File: src/rtl/lsu_wb_master_if.sv
// -----------------------------------------------------------------------------
// lsu_wb_master_if
//
// Purpose: groups the pipeline request/response handshake and the pipelined
// Wishbone data-port signals of the load/store unit into one bundle.
//
// Modports:
//   master - the load/store unit: receives req_*, wb_ack, wb_stall and
//            wb_rd_data; drives req_ready, resp_*, and the wb_* request side.
//   slave  - the environment (pipeline stage plus memory responder) seen from
//            the other side.
//
// Signals:
//   req_valid/req_ready   request handshake, accepted when both are high
//   req_wr_en             1 = store, 0 = load
//   req_funct3            RV32I width/sign code
//   req_addr              byte address
//   req_wr_data           store data, right-aligned
//   resp_valid            one-cycle completion pulse
//   resp_rd_data          extended load data (0 for stores/faults/timeouts)
//   resp_fault            misaligned or illegal access
//   resp_timeout          bus abort after the wait limit
//   wb_cyc/wb_stb/wb_wr_en, wb_addr, wb_wr_data, wb_wr_sel   bus request
//   wb_ack, wb_stall, wb_rd_data                              bus response
// -----------------------------------------------------------------------------
interface lsu_wb_master_if #(
    parameter int ADDR_WIDTH = 10
);
    logic                  req_valid;
    logic                  req_ready;
    logic                  req_wr_en;
    logic [2:0]            req_funct3;
    logic [31:0]           req_addr;
    logic [31:0]           req_wr_data;

    logic                  resp_valid;
    logic [31:0]           resp_rd_data;
    logic                  resp_fault;
    logic                  resp_timeout;

    logic                  wb_cyc;
    logic                  wb_stb;
    logic                  wb_wr_en;
    logic [ADDR_WIDTH-1:0] wb_addr;
    logic [31:0]           wb_wr_data;
    logic [3:0]            wb_wr_sel;
    logic                  wb_ack;
    logic                  wb_stall;
    logic [31:0]           wb_rd_data;

    modport master (
        input  req_valid, req_wr_en, req_funct3, req_addr, req_wr_data,
        input  wb_ack, wb_stall, wb_rd_data,
        output req_ready, resp_valid, resp_rd_data, resp_fault, resp_timeout,
        output wb_cyc, wb_stb, wb_wr_en, wb_addr, wb_wr_data, wb_wr_sel
    );

    modport slave (
        output req_valid, req_wr_en, req_funct3, req_addr, req_wr_data,
        output wb_ack, wb_stall, wb_rd_data,
        input  req_ready, resp_valid, resp_rd_data, resp_fault, resp_timeout,
        input  wb_cyc, wb_stb, wb_wr_en, wb_addr, wb_wr_data, wb_wr_sel
    );
endinterface

File: src/rtl/lsu_wb_master.sv
// -----------------------------------------------------------------------------
// lsu_wb_master
//
// Purpose: RV32I memory-stage load/store initiator. Takes one load or store
// from the pipeline, checks width/alignment legality, runs a single pipelined
// Wishbone cycle on the unified memory data port, and returns aligned,
// sign/zero-extended load data. One transaction outstanding at a time.
//
// Ports:
//   clk_i    clock, all state on the rising edge
//   rst_n_i  asynchronous active-low reset
//   bus      lsu_wb_master_if.master (request/response handshake + wb_* port)
//
// Parameters:
//   ADDR_WIDTH      byte-address width driven onto wb_addr
//   TIMEOUT_CYCLES  WAIT cycles without ack before the cycle is aborted
//
// Optional feature macro: LSU_WB_TIMEOUT_EN
//   defined   - WAIT is bounded by TIMEOUT_CYCLES; expiry answers with
//               resp_timeout=1 and zero data.
//   undefined - WAIT holds until ack; resp_timeout is always 0.
// -----------------------------------------------------------------------------
module lsu_wb_master #(
    parameter int ADDR_WIDTH     = 10,
    parameter int TIMEOUT_CYCLES = 15
) (
    input  logic                   clk_i,
    input  logic                   rst_n_i,
    lsu_wb_master_if.master        bus
);

    typedef enum logic [1:0] {
        ST_IDLE = 2'd0,
        ST_REQ  = 2'd1,
        ST_WAIT = 2'd2
    } state_e;

    state_e                state_q, state_d;

    logic                  req_ready_q, req_ready_d;
    logic                  resp_valid_q, resp_valid_d;
    logic [31:0]           resp_rd_data_q, resp_rd_data_d;
    logic                  resp_fault_q, resp_fault_d;
    logic                  resp_timeout_q, resp_timeout_d;

    logic                  wb_cyc_q, wb_cyc_d;
    logic                  wb_stb_q, wb_stb_d;
    logic                  wb_wr_en_q, wb_wr_en_d;
    logic [ADDR_WIDTH-1:0] wb_addr_q, wb_addr_d;
    logic [31:0]           wb_wr_data_q, wb_wr_data_d;
    logic [3:0]            wb_wr_sel_q, wb_wr_sel_d;

    // Latched width code and low address bits steer the load-data extraction.
    logic [2:0]            funct3_q, funct3_d;
    logic [1:0]            addr_lo_q, addr_lo_d;

`ifdef LSU_WB_TIMEOUT_EN
    localparam int CNT_W = $clog2(TIMEOUT_CYCLES + 1);
    logic [CNT_W-1:0]      cnt_q, cnt_d;
`endif

    // Address bits above the memory's range are intentionally dropped.
    logic                  unused_addr_bits;
    assign unused_addr_bits = ^bus.req_addr[31:ADDR_WIDTH];

    // ---------------------------------------------------------------------
    // Request decode: legality and byte-lane generation
    // ---------------------------------------------------------------------
    logic        req_illegal;
    logic        req_misaligned;
    logic        req_fault;
    logic [3:0]  lane_sel;
    logic [31:0] lane_data;

    always_comb begin
        req_illegal    = 1'b0;
        req_misaligned = 1'b0;
        lane_sel       = 4'b0000;
        lane_data      = 32'd0;

        // 011/110/111 do not exist; unsigned widths make no sense for stores.
        if (bus.req_funct3 == 3'b011 || bus.req_funct3 == 3'b110 ||
            bus.req_funct3 == 3'b111 || (bus.req_wr_en && bus.req_funct3[2]))
            req_illegal = 1'b1;

        if ((bus.req_funct3[1:0] == 2'b01 && bus.req_addr[0]) ||
            (bus.req_funct3[1:0] == 2'b10 && bus.req_addr[1:0] != 2'b00))
            req_misaligned = 1'b1;

        // The memory picks bytes by sel, so data is replicated across lanes.
        case (bus.req_funct3[1:0])
            2'b00: begin
                lane_sel  = 4'b0001 << bus.req_addr[1:0];
                lane_data = {4{bus.req_wr_data[7:0]}};
            end
            2'b01: begin
                lane_sel  = bus.req_addr[1] ? 4'b1100 : 4'b0011;
                lane_data = {2{bus.req_wr_data[15:0]}};
            end
            default: begin
                lane_sel  = 4'b1111;
                lane_data = bus.req_wr_data;
            end
        endcase
    end

    assign req_fault = req_illegal | req_misaligned;

    // ---------------------------------------------------------------------
    // Load data extraction from the returned word
    // ---------------------------------------------------------------------
    logic [7:0]  ld_byte;
    logic [15:0] ld_half;
    logic [31:0] ld_data;

    always_comb begin
        ld_byte = bus.wb_rd_data[{addr_lo_q, 3'b000} +: 8];
        ld_half = addr_lo_q[1] ? bus.wb_rd_data[31:16] : bus.wb_rd_data[15:0];
        case (funct3_q)
            3'b000:  ld_data = {{24{ld_byte[7]}}, ld_byte};
            3'b100:  ld_data = {24'd0, ld_byte};
            3'b001:  ld_data = {{16{ld_half[15]}}, ld_half};
            3'b101:  ld_data = {16'd0, ld_half};
            default: ld_data = bus.wb_rd_data;
        endcase
    end

    // ---------------------------------------------------------------------
    // Next-state and output logic
    // ---------------------------------------------------------------------
    always_comb begin
        state_d        = state_q;
        resp_valid_d   = 1'b0;
        resp_rd_data_d = resp_rd_data_q;
        resp_fault_d   = resp_fault_q;
        resp_timeout_d = resp_timeout_q;
        wb_cyc_d       = wb_cyc_q;
        wb_stb_d       = wb_stb_q;
        wb_wr_en_d     = wb_wr_en_q;
        wb_addr_d      = wb_addr_q;
        wb_wr_data_d   = wb_wr_data_q;
        wb_wr_sel_d    = wb_wr_sel_q;
        funct3_d       = funct3_q;
        addr_lo_d      = addr_lo_q;
`ifdef LSU_WB_TIMEOUT_EN
        cnt_d          = cnt_q;
`endif

        case (state_q)
            ST_IDLE: begin
                if (bus.req_valid && req_ready_q) begin
                    if (req_fault) begin
                        // Answered locally; the bus never sees the access.
                        resp_valid_d   = 1'b1;
                        resp_fault_d   = 1'b1;
                        resp_timeout_d = 1'b0;
                        resp_rd_data_d = 32'd0;
                    end else begin
                        state_d      = ST_REQ;
                        wb_cyc_d     = 1'b1;
                        wb_stb_d     = 1'b1;
                        wb_wr_en_d   = bus.req_wr_en;
                        wb_addr_d    = bus.req_addr[ADDR_WIDTH-1:0];
                        wb_wr_sel_d  = lane_sel;
                        wb_wr_data_d = bus.req_wr_en ? lane_data : 32'd0;
                        funct3_d     = bus.req_funct3;
                        addr_lo_d    = bus.req_addr[1:0];
                    end
                end
            end

            ST_REQ: begin
                // Acks here are protocol violations and are ignored.
                if (!bus.wb_stall) begin
                    state_d  = ST_WAIT;
                    wb_stb_d = 1'b0;
`ifdef LSU_WB_TIMEOUT_EN
                    cnt_d    = '0;
`endif
                end
            end

            ST_WAIT: begin
                if (bus.wb_ack) begin
                    state_d        = ST_IDLE;
                    resp_valid_d   = 1'b1;
                    resp_fault_d   = 1'b0;
                    resp_timeout_d = 1'b0;
                    resp_rd_data_d = wb_wr_en_q ? 32'd0 : ld_data;
                    wb_cyc_d       = 1'b0;
                    wb_wr_en_d     = 1'b0;
                    wb_addr_d      = '0;
                    wb_wr_data_d   = 32'd0;
                    wb_wr_sel_d    = 4'b0000;
                end
`ifdef LSU_WB_TIMEOUT_EN
                // Ack is tested first so it wins over a simultaneous expiry.
                else if (cnt_q == CNT_W'(TIMEOUT_CYCLES - 1)) begin
                    state_d        = ST_IDLE;
                    resp_valid_d   = 1'b1;
                    resp_fault_d   = 1'b0;
                    resp_timeout_d = 1'b1;
                    resp_rd_data_d = 32'd0;
                    wb_cyc_d       = 1'b0;
                    wb_wr_en_d     = 1'b0;
                    wb_addr_d      = '0;
                    wb_wr_data_d   = 32'd0;
                    wb_wr_sel_d    = 4'b0000;
                    cnt_d          = '0;
                end else begin
                    cnt_d = cnt_q + 1'b1;
                end
`endif
            end

            default: state_d = ST_IDLE;
        endcase

        req_ready_d = (state_d == ST_IDLE);
    end

    // ---------------------------------------------------------------------
    // State register
    // ---------------------------------------------------------------------
    always_ff @(posedge clk_i or negedge rst_n_i) begin
        if (!rst_n_i) begin
            state_q        <= ST_IDLE;
            req_ready_q    <= 1'b0;
            resp_valid_q   <= 1'b0;
            resp_rd_data_q <= 32'd0;
            resp_fault_q   <= 1'b0;
            resp_timeout_q <= 1'b0;
            wb_cyc_q       <= 1'b0;
            wb_stb_q       <= 1'b0;
            wb_wr_en_q     <= 1'b0;
            wb_addr_q      <= '0;
            wb_wr_data_q   <= 32'd0;
            wb_wr_sel_q    <= 4'b0000;
            funct3_q       <= 3'b000;
            addr_lo_q      <= 2'b00;
`ifdef LSU_WB_TIMEOUT_EN
            cnt_q          <= '0;
`endif
        end else begin
            state_q        <= state_d;
            req_ready_q    <= req_ready_d;
            resp_valid_q   <= resp_valid_d;
            resp_rd_data_q <= resp_rd_data_d;
            resp_fault_q   <= resp_fault_d;
            resp_timeout_q <= resp_timeout_d;
            wb_cyc_q       <= wb_cyc_d;
            wb_stb_q       <= wb_stb_d;
            wb_wr_en_q     <= wb_wr_en_d;
            wb_addr_q      <= wb_addr_d;
            wb_wr_data_q   <= wb_wr_data_d;
            wb_wr_sel_q    <= wb_wr_sel_d;
            funct3_q       <= funct3_d;
            addr_lo_q      <= addr_lo_d;
`ifdef LSU_WB_TIMEOUT_EN
            cnt_q          <= cnt_d;
`endif
        end
    end

    assign bus.req_ready    = req_ready_q;
    assign bus.resp_valid   = resp_valid_q;
    assign bus.resp_rd_data = resp_rd_data_q;
    assign bus.resp_fault   = resp_fault_q;
`ifdef LSU_WB_TIMEOUT_EN
    assign bus.resp_timeout = resp_timeout_q;
`else
    assign bus.resp_timeout = 1'b0;
`endif
    assign bus.wb_cyc       = wb_cyc_q;
    assign bus.wb_stb       = wb_stb_q;
    assign bus.wb_wr_en     = wb_wr_en_q;
    assign bus.wb_addr      = wb_addr_q;
    assign bus.wb_wr_data   = wb_wr_data_q;
    assign bus.wb_wr_sel    = wb_wr_sel_q;

endmodule

File: src/flat_wrapper.sv
// flat-port wrapper written by rule: the top's interface ports become plain ports
module lsu_wb_master_flat 
#(
    parameter int ADDR_WIDTH     = 10,
    parameter int TIMEOUT_CYCLES = 15
)
  (clk_i, rst_n_i, bus_req_valid, bus_req_wr_en, bus_req_funct3, bus_req_addr, bus_req_wr_data, bus_wb_ack, bus_wb_stall, bus_wb_rd_data, bus_req_ready, bus_resp_valid, bus_resp_rd_data, bus_resp_fault, bus_resp_timeout, bus_wb_cyc, bus_wb_stb, bus_wb_wr_en, bus_wb_addr, bus_wb_wr_data, bus_wb_wr_sel);
  lsu_wb_master_if #(.ADDR_WIDTH(ADDR_WIDTH)) bus_i ();
  input  logic clk_i;
  input  logic rst_n_i;
  input wire logic [$bits(bus_i.req_valid)-1:0] bus_req_valid;
  input wire logic [$bits(bus_i.req_wr_en)-1:0] bus_req_wr_en;
  input wire logic [$bits(bus_i.req_funct3)-1:0] bus_req_funct3;
  input wire logic [$bits(bus_i.req_addr)-1:0] bus_req_addr;
  input wire logic [$bits(bus_i.req_wr_data)-1:0] bus_req_wr_data;
  input wire logic [$bits(bus_i.wb_ack)-1:0] bus_wb_ack;
  input wire logic [$bits(bus_i.wb_stall)-1:0] bus_wb_stall;
  input wire logic [$bits(bus_i.wb_rd_data)-1:0] bus_wb_rd_data;
  output wire logic [$bits(bus_i.req_ready)-1:0] bus_req_ready;
  output wire logic [$bits(bus_i.resp_valid)-1:0] bus_resp_valid;
  output wire logic [$bits(bus_i.resp_rd_data)-1:0] bus_resp_rd_data;
  output wire logic [$bits(bus_i.resp_fault)-1:0] bus_resp_fault;
  output wire logic [$bits(bus_i.resp_timeout)-1:0] bus_resp_timeout;
  output wire logic [$bits(bus_i.wb_cyc)-1:0] bus_wb_cyc;
  output wire logic [$bits(bus_i.wb_stb)-1:0] bus_wb_stb;
  output wire logic [$bits(bus_i.wb_wr_en)-1:0] bus_wb_wr_en;
  output wire logic [$bits(bus_i.wb_addr)-1:0] bus_wb_addr;
  output wire logic [$bits(bus_i.wb_wr_data)-1:0] bus_wb_wr_data;
  output wire logic [$bits(bus_i.wb_wr_sel)-1:0] bus_wb_wr_sel;
  assign bus_i.req_valid = bus_req_valid;
  assign bus_i.req_wr_en = bus_req_wr_en;
  assign bus_i.req_funct3 = bus_req_funct3;
  assign bus_i.req_addr = bus_req_addr;
  assign bus_i.req_wr_data = bus_req_wr_data;
  assign bus_i.wb_ack = bus_wb_ack;
  assign bus_i.wb_stall = bus_wb_stall;
  assign bus_i.wb_rd_data = bus_wb_rd_data;
  assign bus_req_ready = bus_i.req_ready;
  assign bus_resp_valid = bus_i.resp_valid;
  assign bus_resp_rd_data = bus_i.resp_rd_data;
  assign bus_resp_fault = bus_i.resp_fault;
  assign bus_resp_timeout = bus_i.resp_timeout;
  assign bus_wb_cyc = bus_i.wb_cyc;
  assign bus_wb_stb = bus_i.wb_stb;
  assign bus_wb_wr_en = bus_i.wb_wr_en;
  assign bus_wb_addr = bus_i.wb_addr;
  assign bus_wb_wr_data = bus_i.wb_wr_data;
  assign bus_wb_wr_sel = bus_i.wb_wr_sel;
  lsu_wb_master #(.ADDR_WIDTH(ADDR_WIDTH), .TIMEOUT_CYCLES(TIMEOUT_CYCLES)) u_core (.clk_i(clk_i), .rst_n_i(rst_n_i), .bus(bus_i));
endmodule
File: config.mk
export PLATFORM = sky130hd
export DESIGN_NAME = lsu_wb_master_flat
export DESIGN_NICKNAME = d
export VERILOG_FILES = /design/src/rtl/lsu_wb_master_if.sv /design/src/rtl/lsu_wb_master.sv /design/src/flat_wrapper.sv
export SDC_FILE = /design/constraint.sdc
export NUM_CORES = 1
export LEC_CHECK = 0
export ABC_CLOCK_PERIOD_IN_PS = 2600
export CELL_PAD_IN_SITES_DETAIL_PLACEMENT = 0
export CELL_PAD_IN_SITES_GLOBAL_PLACEMENT = 1
export CORE_UTILIZATION = 32
export CTS_CLUSTER_SIZE = 12
export DETAILED_ROUTE_END_ITERATION = 10
export HOLD_SLACK_MARGIN = 0.05
export PLACE_DENSITY_LB_ADDON = 0.1
export SLEW_MARGIN = 15
export SYNTH_ARGS = -nofsm -noshare
export SYNTH_HDL_FRONTEND = slang
export SYNTH_SLANG_ARGS = --single-unit
File: constraint.sdc
create_clock -name clk_i -period 2.6 [get_ports clk_i]
set_input_delay 0.39 -clock clk_i [delete_from_list [all_inputs] [get_ports clk_i]]
set_output_delay 0.39 -clock clk_i [all_outputs]
set_load 0.02 [all_outputs]
# After elaboration in Yosys (flattened, before gate mapping)
# Index checks and enable logic that the tools add are counted.
[classes]
n_addsub = 0
mul = 0
n_div = 0
n_lt_le_gt_ge = 0
eq_ne = 15
shift = 2
n_mux = 46
bitwise = 2
reduce_logical = 19
[ops]
columns = ["operator", "n"]
rows = [
  ["2-to-1 mux 32 bit", 8],
  ["case mux 32 bit (2 select lines)", 3],
  ["case mux 32 bit (4 select lines)", 1],
  ["indexed part select 32 x 6 -> 8 bit", 1],
  ["2-to-1 mux 10 bit", 3],
  ["case mux 10 bit (2 select lines)", 1],
  ["2-to-1 mux 16 bit", 1],
  ["2-to-1 mux 4 bit", 4],
  ["case mux 4 bit (2 select lines)", 2],
  ["2-to-1 mux 1 bit", 13],
  ["equality test 3 bit, second input constant", 4],
  ["AND reduction 4 bit", 3],
  ["case mux 1 bit (2 select lines)", 5],
  ["2-to-1 mux 2 bit", 4],
  ["logical NOT 2 bit", 3],
  ["inequality test 2 bit, second input constant", 3],
  ["case mux 2 bit (3 select lines)", 1],
  ["nonzero test 2 bit", 3],
  ["equality test 2 x 1 -> 1 bit, second input constant", 2],
  ["equality test 2 bit, second input constant", 2],
  ["logical AND 1 bit", 4],
  ["logical OR 1 bit", 4],
  ["inequality test 2 x 1 -> 1 bit, second input constant", 2],
  ["left shift 1 x 2 -> 4 bit, first input constant", 1],
  ["other kinds (6)", 6],
]
[word_totals]
reg_bits = 91
latch_bits = 0
ram_bits = 0
mem_bits_ro = 0
input_bits = 105
out_inout_bits = 85
elab_cells = 97
mem_count = 0

# Longest topological paths before layout
# Gate-level depths: netlist (run 1).
[depth]
word_depth = 10
mapped_depth = 7
ltp_nobuf = 4

# Least setup slack after synthesis (run 1)
# No wires, ideal clock.
[synth_path]
path_kind = "input port to flip-flop"
startpoint = "in bus_req_funct3[0]"
endpoint = "reg u_core.wb_wr_data_q[0] (netlist: u_core.bus.wb_wr_data[0])"
setup_time_ps = 66
arrival_time_ps = 1920
required_ps = 2534
setup_slack_ps = 614
cell_stages = 7
path_buffers = 3
cell_sequence = "or4_1 -> buf_2 -> a211oi_4 -> and2_1 -> buf_4 -> buf_6 -> a22o_1"
[synth_between]
elab_chain_cells = 8
elab_cells_between_ends = 16
classes_between = "6 x eq/ne; 2 x mux; 1 x bitwise; 7 x reduce/logical"
[synth_lines]
columns = ["item", "line_no", "rtl"]
rows = [
  ["start, declared", "flat_wrapper.sv:13", "input wire logic [$bits(bus_i.req_funct3)-1:0] bus_req_funct3;"],
  ["equality test 3 x 2 -> 1 bit / equality test 3 bit (equally long branches)", "lsu_wb_master.sv:82", "if (bus.req_funct3 == 3'b011 || bus.req_funct3 == 3'b110 ||"],
  ["logical OR 1 bit (2 in series)", "lsu_wb_master.sv:82", ""],
  ["logical OR 1 bit", "lsu_wb_master.sv:83", "bus.req_funct3 == 3'b111 || (bus.req_wr_en && bus.req_funct3[2]))"],
  ["2-to-1 mux 1 bit", "lsu_wb_master.sv:82", ""],
  ["bitwise OR 1 bit *", "lsu_wb_master.sv:107", "assign req_fault = req_illegal | req_misaligned;"],
  ["inequality test 2 bit (no source line) *", "n/a", ""],
  ["AND reduction 4 bit (no source line) *", "n/a", ""],
  ["end signal, assigned", "lsu_wb_master.sv:255", "wb_wr_data_q <= wb_wr_data_d;"],
  ["end, declared", "lsu_wb_master.sv:50", "logic [31:0] wb_wr_data_q, wb_wr_data_d;"],
]
# Mark *: on every way between the ends. The rest lies on a longest branch, timed or not.
# A chain may end at the register's enable or synchronous reset.

# Final worst setup path (run 1)
[layout_path]
startpoint = "in bus_req_funct3[2]"
endpoint = "reg u_core.wb_wr_data_q[7] (netlist: u_core.bus.wb_wr_data[7])"
[layout_between]
elab_chain_cells = 8
elab_cells_between_ends = 11
classes_between = "4 x eq/ne; 1 x mux; 1 x bitwise; 5 x reduce/logical"
[layout_lines]
columns = ["item", "line_no"]
rows = [
  ["equality test 3 x 2 -> 1 bit / equality test 3 bit (equally long branches)", "lsu_wb_master.sv:82"],
  ["logical OR 1 bit (2 in series)", "lsu_wb_master.sv:82"],
  ["logical OR 1 bit *", "lsu_wb_master.sv:83"],
  ["2-to-1 mux 1 bit *", "lsu_wb_master.sv:82"],
  ["bitwise OR 1 bit *", "lsu_wb_master.sv:107"],
  ["inequality test 2 bit (no source line) *", "n/a"],
  ["AND reduction 4 bit (no source line) *", "n/a"],
]
# Marks and branches as above.

==> impl_metrics.py, run 1 <==
metrics = {
    "sta": {
        "finalMaxSlewViolations": 0,
        "hold_violations": 0,
        "setup_tns_ps": 0,
        "period_needed_ps": 2110,
        "worstMarginPinSlew_ps": 625,
        "timing.hold.ws_ps": 42.4,
        "relSlewSlack_pct": 58.3,
        "skew_ps": 9.85,
        "setup_viol": 0,
        "max_freq_mhz": 473,
        "rsz0062_at_grt": "false",
        "period_share_pct": 81.3,
    },
    "clock_tree": {
        "clk_pin_slew_ps": 70,
        "root_buffer": "clkbuf_16",
        "cts.sinks": 91,
        "cts_hold_buf": 0,
        "cts-resized-gates": 0,
        "clk_path_buf_depth": 2,
        "cts_tree": "done",
        "cts_buffers": 9,
        "cts-htree-levels": 3,
        "clk_latency_ps": 340,
        "cts_setup_buffers": 0,
    },
    "die": {
        "core_region_area_um2": 12800,
        "rows": 41,
        "start_util_pct": 33.3,
        "io_pins": 190,
        "die_width_um": 118,
        "dieArea_um2": 13800,
        "die_y_um": 118,
    },
    "power_and_ir_drop": {
        "pwr-share-seq_pct": 32.9,
        "ir_drop_uv": 497,
        "p_int_mw": 4.58,
        "sw_frac_of_total_pct": 37.0,
        "p_sw_mw": 2.69,
        "combinationalPowerShare_pct": 47.5,
        "clkPwrFrac_pct": 19.6,
        "power_leakage_nw": 2.79,
        "pwr_density_cell_nw_per_um2": 1110,
    },
    "worst_setup_path": {
        "crit_arrival_ps": 2350,
        "startpoint_type": "primary input",
        "critPathRequiredTime_ps": 2830,
        "end_kind": "flop",
        "crit_fanout": 32,
        "crit_type": "primary input to flop",
    },
    "synth": {
        "synth.avg_cell_area_um2": 11.5,
        "ys_seq_elements": 91,
        "synthTopCellsByCount": "dfrtp_1, o2bb2ai_1, a22o_1",
        "synthCells": 372,
        "netlist.area_leader.share_pct": 53.3,
        "async_flop_share_pct": 100,
        "syn-cell-area_um2": 4270,
        "synth_top_area_cell": "dfrtp_1",
        "synth_warnings": 0,
        "yosysMostFrequentCell": "dfrtp_1",
        "synth.area.top_cells": "dfrtp_1, o2bb2ai_1, a22o_1, mux2i_1, a221o_1",
        "yosysUniqueCellTypes": 40,
        "synth_seq_area_share_pct": 53.3,
        "synthFlopType": "dfrtp_1",
        "synth_edf_count": 0,
        "syn-num-nets": 477,
    },
    "run": {
        "max_cap_violations": 0,
    },
    "place": {
        "gp_congestion": 0.767,
        "io_buffers": 166,
        "dp_hpwl_mm": 9.33,
        "placed_area_um2": 6200,
    },
    "global_routing": {
        "antenna_found_initial": 0,
        "grt_pass1_vias": 3731,
        "grt_usage_pct": 19.2,
        "grt_max_degree": 51,
        "gr-total-overflow": 0,
        "grt_pass1_wl_mm": 20.8,
    },
    "layout": {
        "drive_gt1_share_pct": 8.87,
        "fin_area_um2": 6530,
        "syn_to_final_growth_pct": 52.9,
        "final_util_pct": 50.9,
        "insertedDiodeCount": 0,
        "nets": 641,
    },
    "routing": {
        "wl_per_cell_um": 18.2,
        "first_pass_iters": 4,
        "drcViolationCount": 0,
        "viasPerCell": 5.14,
        "drtAntennaViolNets": 0,
        "drtIter0Drc": 260,
        "finalWirelength_mm": 13.0,
        "num_vias": 3665,
    },
    "run_status": {
        "status": "finished clean",
    },
    "worst_hold_path": {
        "min_path_type": "primary input to asynchronous set/reset pin",
    },
}
[critical path, cell delays in order]
cell and delay [ps]:
clkdlybuf4s50_1 450, or4_1 680, nand3_1 160, nand2_2 170, buf_12 230, a22o_1 240
[layout by cell type, fill, tap and decap left out, types with 2 or more instances in the layout]
master / count
a211o_1: 3
a21o_1: 7
a21oi_1: 18
a221o_1: 17
a221oi_1: 7
a22o_1: 30
a22oi_1: 4
a31oi_1: 2
a32o_1: 4
and2_1: 2
buf_12: 4
buf_4: 16
bufinv_16: 2
clkbuf_16: 9
clkdlybuf4s50_1: 165
clkinv_2: 2
dfrtp_1: 91
inv_1: 6
mux2_2: 7
mux2i_1: 23
nand2_1: 21
nand2b_1: 7
nand3_1: 4
nor2_1: 8
nor2b_1: 7
nor3_1: 3
o21ai_0: 18
o21bai_1: 2
o2bb2ai_1: 32
or3_1: 5
[power groups by stage]
stage	Sequential [mW]	Clock (mW)	Combinational (mW)
after CTS	2.39	1.46	3.48
final	2.39	1.43	3.45
after global placement	2.39	0	3.45
after floorplan	2.98	0	1.22
after global routing	2.47	1.52	3.68
after detailed placement	2.40	0	3.47
[flip-flops by register name, indices dropped and copies added (netlist names)]
| signal | count |
|---|---|
| u_core.bus.wb_cyc | 1 |
| u_core.bus.resp_rd_data | 32 |
| u_core.addr_lo_q | 2 |
| u_core.bus.resp_valid | 1 |
| u_core.state_q | 2 |
| u_core.bus.resp_fault | 1 |
| u_core.bus.wb_wr_sel | 4 |
| u_core.funct3_q | 3 |
| u_core.bus.wb_wr_data | 32 |
| u_core.bus.req_ready | 1 |
| u_core.bus.wb_addr | 10 |
| u_core.bus.wb_stb | 1 |
| u_core.bus.wb_wr_en | 1 |
[per-stage QoR]
step	worst slack, ps	instances	total power, mW
detailed placement	121	697	5.87
finish	485	713	7.26
global placement	134	697	5.84
CTS	493	713	7.33
global route	383	713	7.67
floorplan	614	372	4.20
[metal layers]
metal | vias to the layer above | wire length [µm] | part of all wire (%) | global-route usage [%]
li1 | 1752 | - | - | -
met1 | 1785 | 6350 | 49 | 27.6
met2 | 112 | 5670 | 44 | 28.0
met3 | 16 | 674 | 5.2 | 4.17
met4 | 0 | 262 | 2.0 | 7.37
met5 | - | 0 | 0 | 0
[area by class of cell]
| type | count | area, µm² |
|---|---|---|
| clock buffer | 10 | 239 |
| fill | 1167 | 6300 |
| inverter | 7 | 26.3 |
| tap | 172 | 215 |
| multi-input combinational | 242 | 1830 |
| timing repair buffer | 185 | 1850 |
| clock inverter | 6 | 87.6 |
| sequential | 91 | 2280 |
[cell families after synthesis]
logic type | share of synthesized area [%]
other | 0.0878
multiplexers | 7.24
AO/OA/AOI/OAI | 28.3
buffers and inverters | 3.87
flip-flops | 53.3
AND/OR/NAND/NOR | 7.18
[final timing paths]
path | startpoint | endpoint | slack [ps] | depth (start not counted)
worst max-delay path | bus_req_funct3[2] | u_core.bus.wb_wr_data[7]$_DFFE_PN0P_ | 490 | 6
worst min-delay path | rst_n_i | u_core.bus.resp_rd_data[26]$_DFFE_PN0P_ | 40 | 1
worst max register to register | u_core.funct3_q[0]$_DFFE_PN0P_ | u_core.bus.resp_rd_data[13]$_DFFE_PN0P_ | 680 | 4
worst min register to register | u_core.bus.wb_cyc$_DFFE_PN0P_ | u_core.bus.wb_cyc$_DFFE_PN0P_ | 480 | 1
max in group asynchronous | rst_n_i | u_core.bus.resp_rd_data[22]$_DFFE_PN0P_ | 1890 | 2
min in group clk_i | u_core.bus.wb_cyc$_DFFE_PN0P_ | u_core.bus.wb_cyc$_DFFE_PN0P_ | 480 | 1
(Power assumes the default switching activity.)
==> run 2, diff against run 1 <==
Settings changed: ABC_CLOCK_PERIOD_IN_PS 2600 to 1800, CORE_UTILIZATION 32 to 29.
Clock period 2.6 ns to 1.8 ns, I/O delays scaled along.
==> impl_metrics.py, run 2 (synthesis gave the netlist of run 1 again) <==
metrics = {
    "sta": {
        "setup_tns_ps": 0,
        "setup_viol": 0,
        "period_needed_ps": 1750,
        "hold_violations": 0,
        "skew_ps": 11.2,
        "rsz0062_at_grt": "false",
        "max_freq_mhz": 573,
        "period_share_pct": 97.0,
        "finalMaxSlewViolations": 0,
    },
    "power_and_ir_drop": {
        "ir_drop_uv": 622,
        "finalPower_mw": 10.8,
        "pwr_density_cell_nw_per_um2": 1580,
        "power_leakage_nw": 2.95,
    },
    "routing": {
        "wl_per_cell_um": 18.2,
        "drtIter0Drc": 233,
        "finalWirelength_mm": 13.7,
        "viasPerCell": 5.18,
        "num_vias": 3898,
        "drcViolationCount": 0,
        "drtAntennaViolNets": 0,
        "first_pass_iters": 4,
    },
    "worst_setup_path": {
        "crit_arrival_ps": 1980,
        "crit_path_top_delay_cell": "or4_4",
        "crit_type": "primary input to flop",
        "crit_fanout": 4,
        "critPathRequiredTime_ps": 2030,
        "crit_chain": "clkdlybuf4s50_1, or4_4, a211oi_4, buf_6, mux2_2",
        "end_kind": "flop",
        "slowest_delay_ps": 530,
        "startpoint_type": "primary input",
    },
    "clock_tree": {
        "clk_pin_slew_ps": 70,
        "cts_buffers": 9,
        "cts-htree-levels": 3,
        "root_buffer": "clkbuf_16",
        "clk_latency_ps": 340,
        "cts.sinks": 91,
        "clk_path_buf_depth": 2,
        "cts_setup_buffers": 0,
        "cts_tree": "done",
    },
    "run_status": {
        "status": "finished clean",
    },
    "place": {
        "gp_congestion": 0.791,
        "dp_hpwl_mm": 10.2,
        "io_buffers": 166,
    },
    "global_routing": {
        "grt_usage_pct": 18.7,
        "grt_max_degree": 56,
        "grt_pass1_wl_mm": 21.4,
        "gr-total-overflow": 0,
        "antenna_found_initial": 0,
        "grt_pass1_vias": 3911,
    },
    "layout": {
        "nets": 672,
        "drive_gt1_share_pct": 14.2,
        "layout_common_cells": "clkdlybuf4s50_1, dfrtp_1, buf_4, o2bb2ai_1, a22o_1",
        "final_common_cell": "clkdlybuf4s50_1",
        "syn_to_final_growth_pct": 59.5,
        "insertedDiodeCount": 0,
    },
    "die": {
        "io_pins": 190,
        "dieArea_um2": 15200,
        "rows": 43,
        "start_util_pct": 30.3,
        "die_y_um": 123,
        "core_region_area_um2": 14100,
        "die_width_um": 123,
    },
    "worst_hold_path": {
        "min_path_type": "primary input to asynchronous set/reset pin",
    },
    "run": {
        "max_cap_violations": 0,
    },
}
run 2: cell types whose count changed in the layout (fill, tap and decap cells not counted), sizes merged, moves of 2 or more:
| cell | change |
|---|---|
| inv | +3 |
| clkdlybuf4s50 | -2 |
| clkinv | -3 |
| buf | +30 |
run 2: layout make-up:
class	count	area, µm²
Clock inverter	7	105
Inverter	7	27.5
Clock buffer	9	225
Sequential cell	91	2280
Timing Repair Buffer	216	2100
Fill cell	1304	7290
Tap cell	180	225
Multi-Input combinational cell	242	1840
run 2: report_power, final:
group	switching, mW	internal (mW)
clock	0.848	1.24
sequential	0.567	2.87
combinational	2.60	2.63
run 2: critical path, delay by kind of cell:
family | cells | cell delay [ps]
AO/OA/AOI/OAI | 1 | 260
buffers and inverters | 2 | 580
multiplexers | 1 | 320
AND/OR/NAND/NOR | 1 | 530
run 2: path summary, 6_finish.rpt:
path / slack [ps] / cells after the start / end / start
min: 360 / 2 / u_core.bus.resp_rd_data[25]$_DFFE_PN0P_ / rst_n_i
min reg2reg: 470 / 1 / u_core.bus.wb_cyc$_DFFE_PN0P_ / u_core.bus.wb_cyc$_DFFE_PN0P_
max in group asynchronous: 850 / 3 / u_core.bus.wb_addr[2]$_DFFE_PN0P_ / rst_n_i
max: 50 / 5 / u_core.funct3_q[1]$_DFFE_PN0P_ / bus_req_addr[0]
max reg2reg: 110 / 4 / u_core.bus.resp_rd_data[13]$_DFFE_PN0P_ / u_core.addr_lo_q[1]$_DFFE_PN0P_
min in group clk_i: 460 / 3 / u_core.funct3_q[2]$_DFFE_PN0P_ / bus_req_funct3[2]
run 2: repair_timing:
action | CTS | global route
gates cloned | 0 | 0
gates resized for setup | 3 | 3
setup endpoints to repair | 5 | 66
endpoints found under the hold margin | 19 | 0
pin swaps | 2 | 2
hold buffers | 1 | 0
run 2: through the flow:
stage,utilization (%),instance area [µm²],cells,hold slack (ps),worst slack (ps)
2_1_floorplan,-,4290,372,-25.6,-21.2
3_3_place_gp,45.8,6460,735,184,-347
3_5_place_dp,45.8,6460,735,186,-378
4_1_cts,48.3,6800,752,374,0.837
5_1_grt,48.3,6810,752,384,4.72
6_report,48.3,6810,752,365,54.3
run 2: per-layer routing:
layer / vias to the layer above / share of wire [%] / global-route usage [%] / wire, µm
met2: 147 / 44 / 27.3 / 5990
met5: - / 0 / 0 / 0
met4: 0 / 1.8 / 6.33 / 244
met3: 22 / 6.6 / 3.92 / 904
li1: 1815 / - / - / -
met1: 1914 / 48 / 27.1 / 6570
==> run 3, diff against run 2 <==
Settings changed: SKIP_CTS_REPAIR_TIMING set to 1.
==> impl_metrics.py, run 3 (synthesis gave the netlist of run 1 again) <==
metrics = {
    "clock_tree": {
        "cts_buffers": 9,
        "clk_path_buf_depth": 2,
        "clk_latency_ps": 340,
        "cts.sinks": 91,
        "cts-htree-levels": 3,
        "root_buffer": "clkbuf_16",
        "clk_pin_slew_ps": 60,
        "cts_tree": "done",
    },
    "sta": {
        "setup_tns_ps": 0,
        "rsz0062_at_grt": "false",
        "layout_setup_ws_ps": 74.2,
        "max_freq_mhz": 579,
        "period_needed_ps": 1730,
        "period_share_pct": 95.9,
        "setup_viol": 0,
        "hold_violations": 0,
        "finalMaxSlewViolations": 0,
        "skew_ps": 11.2,
    },
    "place": {
        "io_buffers": 166,
        "dp_cells": 735,
        "gp_congestion": 0.791,
        "dp_hpwl_mm": 10.2,
        "post-place-ws_ps": -378,
    },
    "worst_setup_path": {
        "crit_fanout": 21,
        "startpoint_type": "flop",
        "end_kind": "flop",
        "crit_arrival_ps": 1950,
        "crit_chain": "buf_4, clkinvlp_2, or3_1, a21oi_1, o2bb2ai_1",
        "r2r-start": "u_core.addr_lo_q[1]$_DFFE_PN0P_",
        "crit_path_top_delay_cell": "or3_1",
        "startpoint": "u_core.addr_lo_q[1]$_DFFE_PN0P_",
        "critPathRequiredTime_ps": 2020,
        "crit_type": "flop to flop",
        "slowest_delay_ps": 420,
    },
    "die": {
        "die_y_um": 123,
        "io_pins": 190,
        "core_region_area_um2": 14100,
        "dieArea_um2": 15200,
        "die_width_um": 123,
        "rows": 43,
        "start_util_pct": 30.3,
    },
    "layout": {
        "nFillCells": 1303,
        "drive_gt1_share_pct": 15.0,
        "layout_common_cells": "clkdlybuf4s50_1, dfrtp_1, buf_4, o2bb2ai_1, a22o_1",
        "syn_to_final_growth_pct": 60.4,
        "fin_cells": 755,
        "insertedDiodeCount": 0,
        "nets": 675,
        "final_common_cell": "clkdlybuf4s50_1",
    },
    "routing": {
        "drtIter0Drc": 233,
        "num_vias": 3872,
        "finalWirelength_mm": 13.7,
        "drtAntennaViolNets": 0,
        "viasPerCell": 5.13,
        "first_pass_iters": 4,
        "drcViolationCount": 0,
        "wl_per_cell_um": 18.2,
    },
    "worst_hold_path": {
        "min_path_type": "primary input to flop",
        "worstHoldStart": "bus_req_addr[1]",
    },
    "power_and_ir_drop": {
        "ir_drop_uv": 622,
        "p_sw_mw": 4.03,
        "power_leakage_nw": 2.98,
        "p_int_mw": 6.78,
        "combinationalPowerShare_pct": 48.9,
        "clkPwrFrac_pct": 19.3,
        "pwr-share-seq_pct": 31.7,
        "pwr_density_cell_nw_per_um2": 1580,
        "sw_frac_of_total_pct": 37.3,
    },
    "global_routing": {
        "grt_max_degree": 56,
        "gr-total-overflow": 0,
        "grt_usage_pct": 18.7,
        "grt_pass1_wl_mm": 21.4,
        "antenna_found_initial": 0,
        "grt_pass1_vias": 3920,
    },
    "run": {
        "max_cap_violations": 0,
    },
    "run_status": {
        "status": "finished clean",
    },
}
## run 3: area by class of cell
class | instances | area (µm²) | share of cell area (%)
inverters | 7 | 30.0 | 0.438
well taps | 180 | 225 | 3.29
flip-flops and latches | 91 | 2280 | 33.2
multi-input cells | 242 | 1860 | 27.1
repair inverters | 1 | 5.00 | 0.0731
clock buffers | 9 | 225 | 3.29
clock inverters | 7 | 105 | 1.53
repair buffers | 218 | 2130 | 31.0
## run 3: per-stage QoR
stage / power (mW) / hold WS, ps / instance area [µm²] / util, %
after floorplan: 6.07 / -25.6 / 4290 / -
after global placement: 8.66 / 184 / 6460 / 45.8
after detailed placement: 8.70 / 186 / 6460 / 45.8
after CTS: 10.8 / -180 / 6790 / 48.2
after global routing: 11.5 / 358 / 6850 / 48.6
final: 10.8 / 346 / 6850 / 48.6
## run 3: path summary, 6_finish.rpt
kind	endpoint	slack, ps	cells past startpoint
min in group asynchronous	u_core.bus.resp_rd_data[25]$_DFFE_PN0P_	370	2
min reg2reg	u_core.bus.wb_cyc$_DFFE_PN0P_	470	1
max	u_core.bus.resp_rd_data[3]$_DFFE_PN0P_	70	5
min	u_core.addr_lo_q[1]$_DFFE_PN0P_	350	4
max reg2reg	u_core.bus.resp_rd_data[3]$_DFFE_PN0P_	70	5
max in group asynchronous	u_core.bus.wb_addr[2]$_DFFE_PN0P_	850	3
## run 3: critical path: cells and delay by family (launching register included)
kind	cells	cell delay (ps)
DFF	1	400
buffers and inverters	2	530
AOI/OAI and AO/OA	2	260
and+or+nand+nor	1	420
## run 3: power groups by stage
stage,clock (mW),combinational (mW),sequential [mW]
after CTS,2.14,5.27,3.43
after floorplan,0,1.77,4.30
after global placement,0,5.21,3.45
after global routing,2.25,5.66,3.55
final,2.09,5.29,3.43
after detailed placement,0,5.25,3.45
## run 3: layer usage
metal  global-route usage (%)  share of wire, %  vias to the layer above
met3                     3.97               6.3                       16
met5                        0                 0                        -
li1                         -                 -                     1824
met4                     6.40               1.6                        0
met2                     27.3                44                      131
met1                     27.1                48                     1901
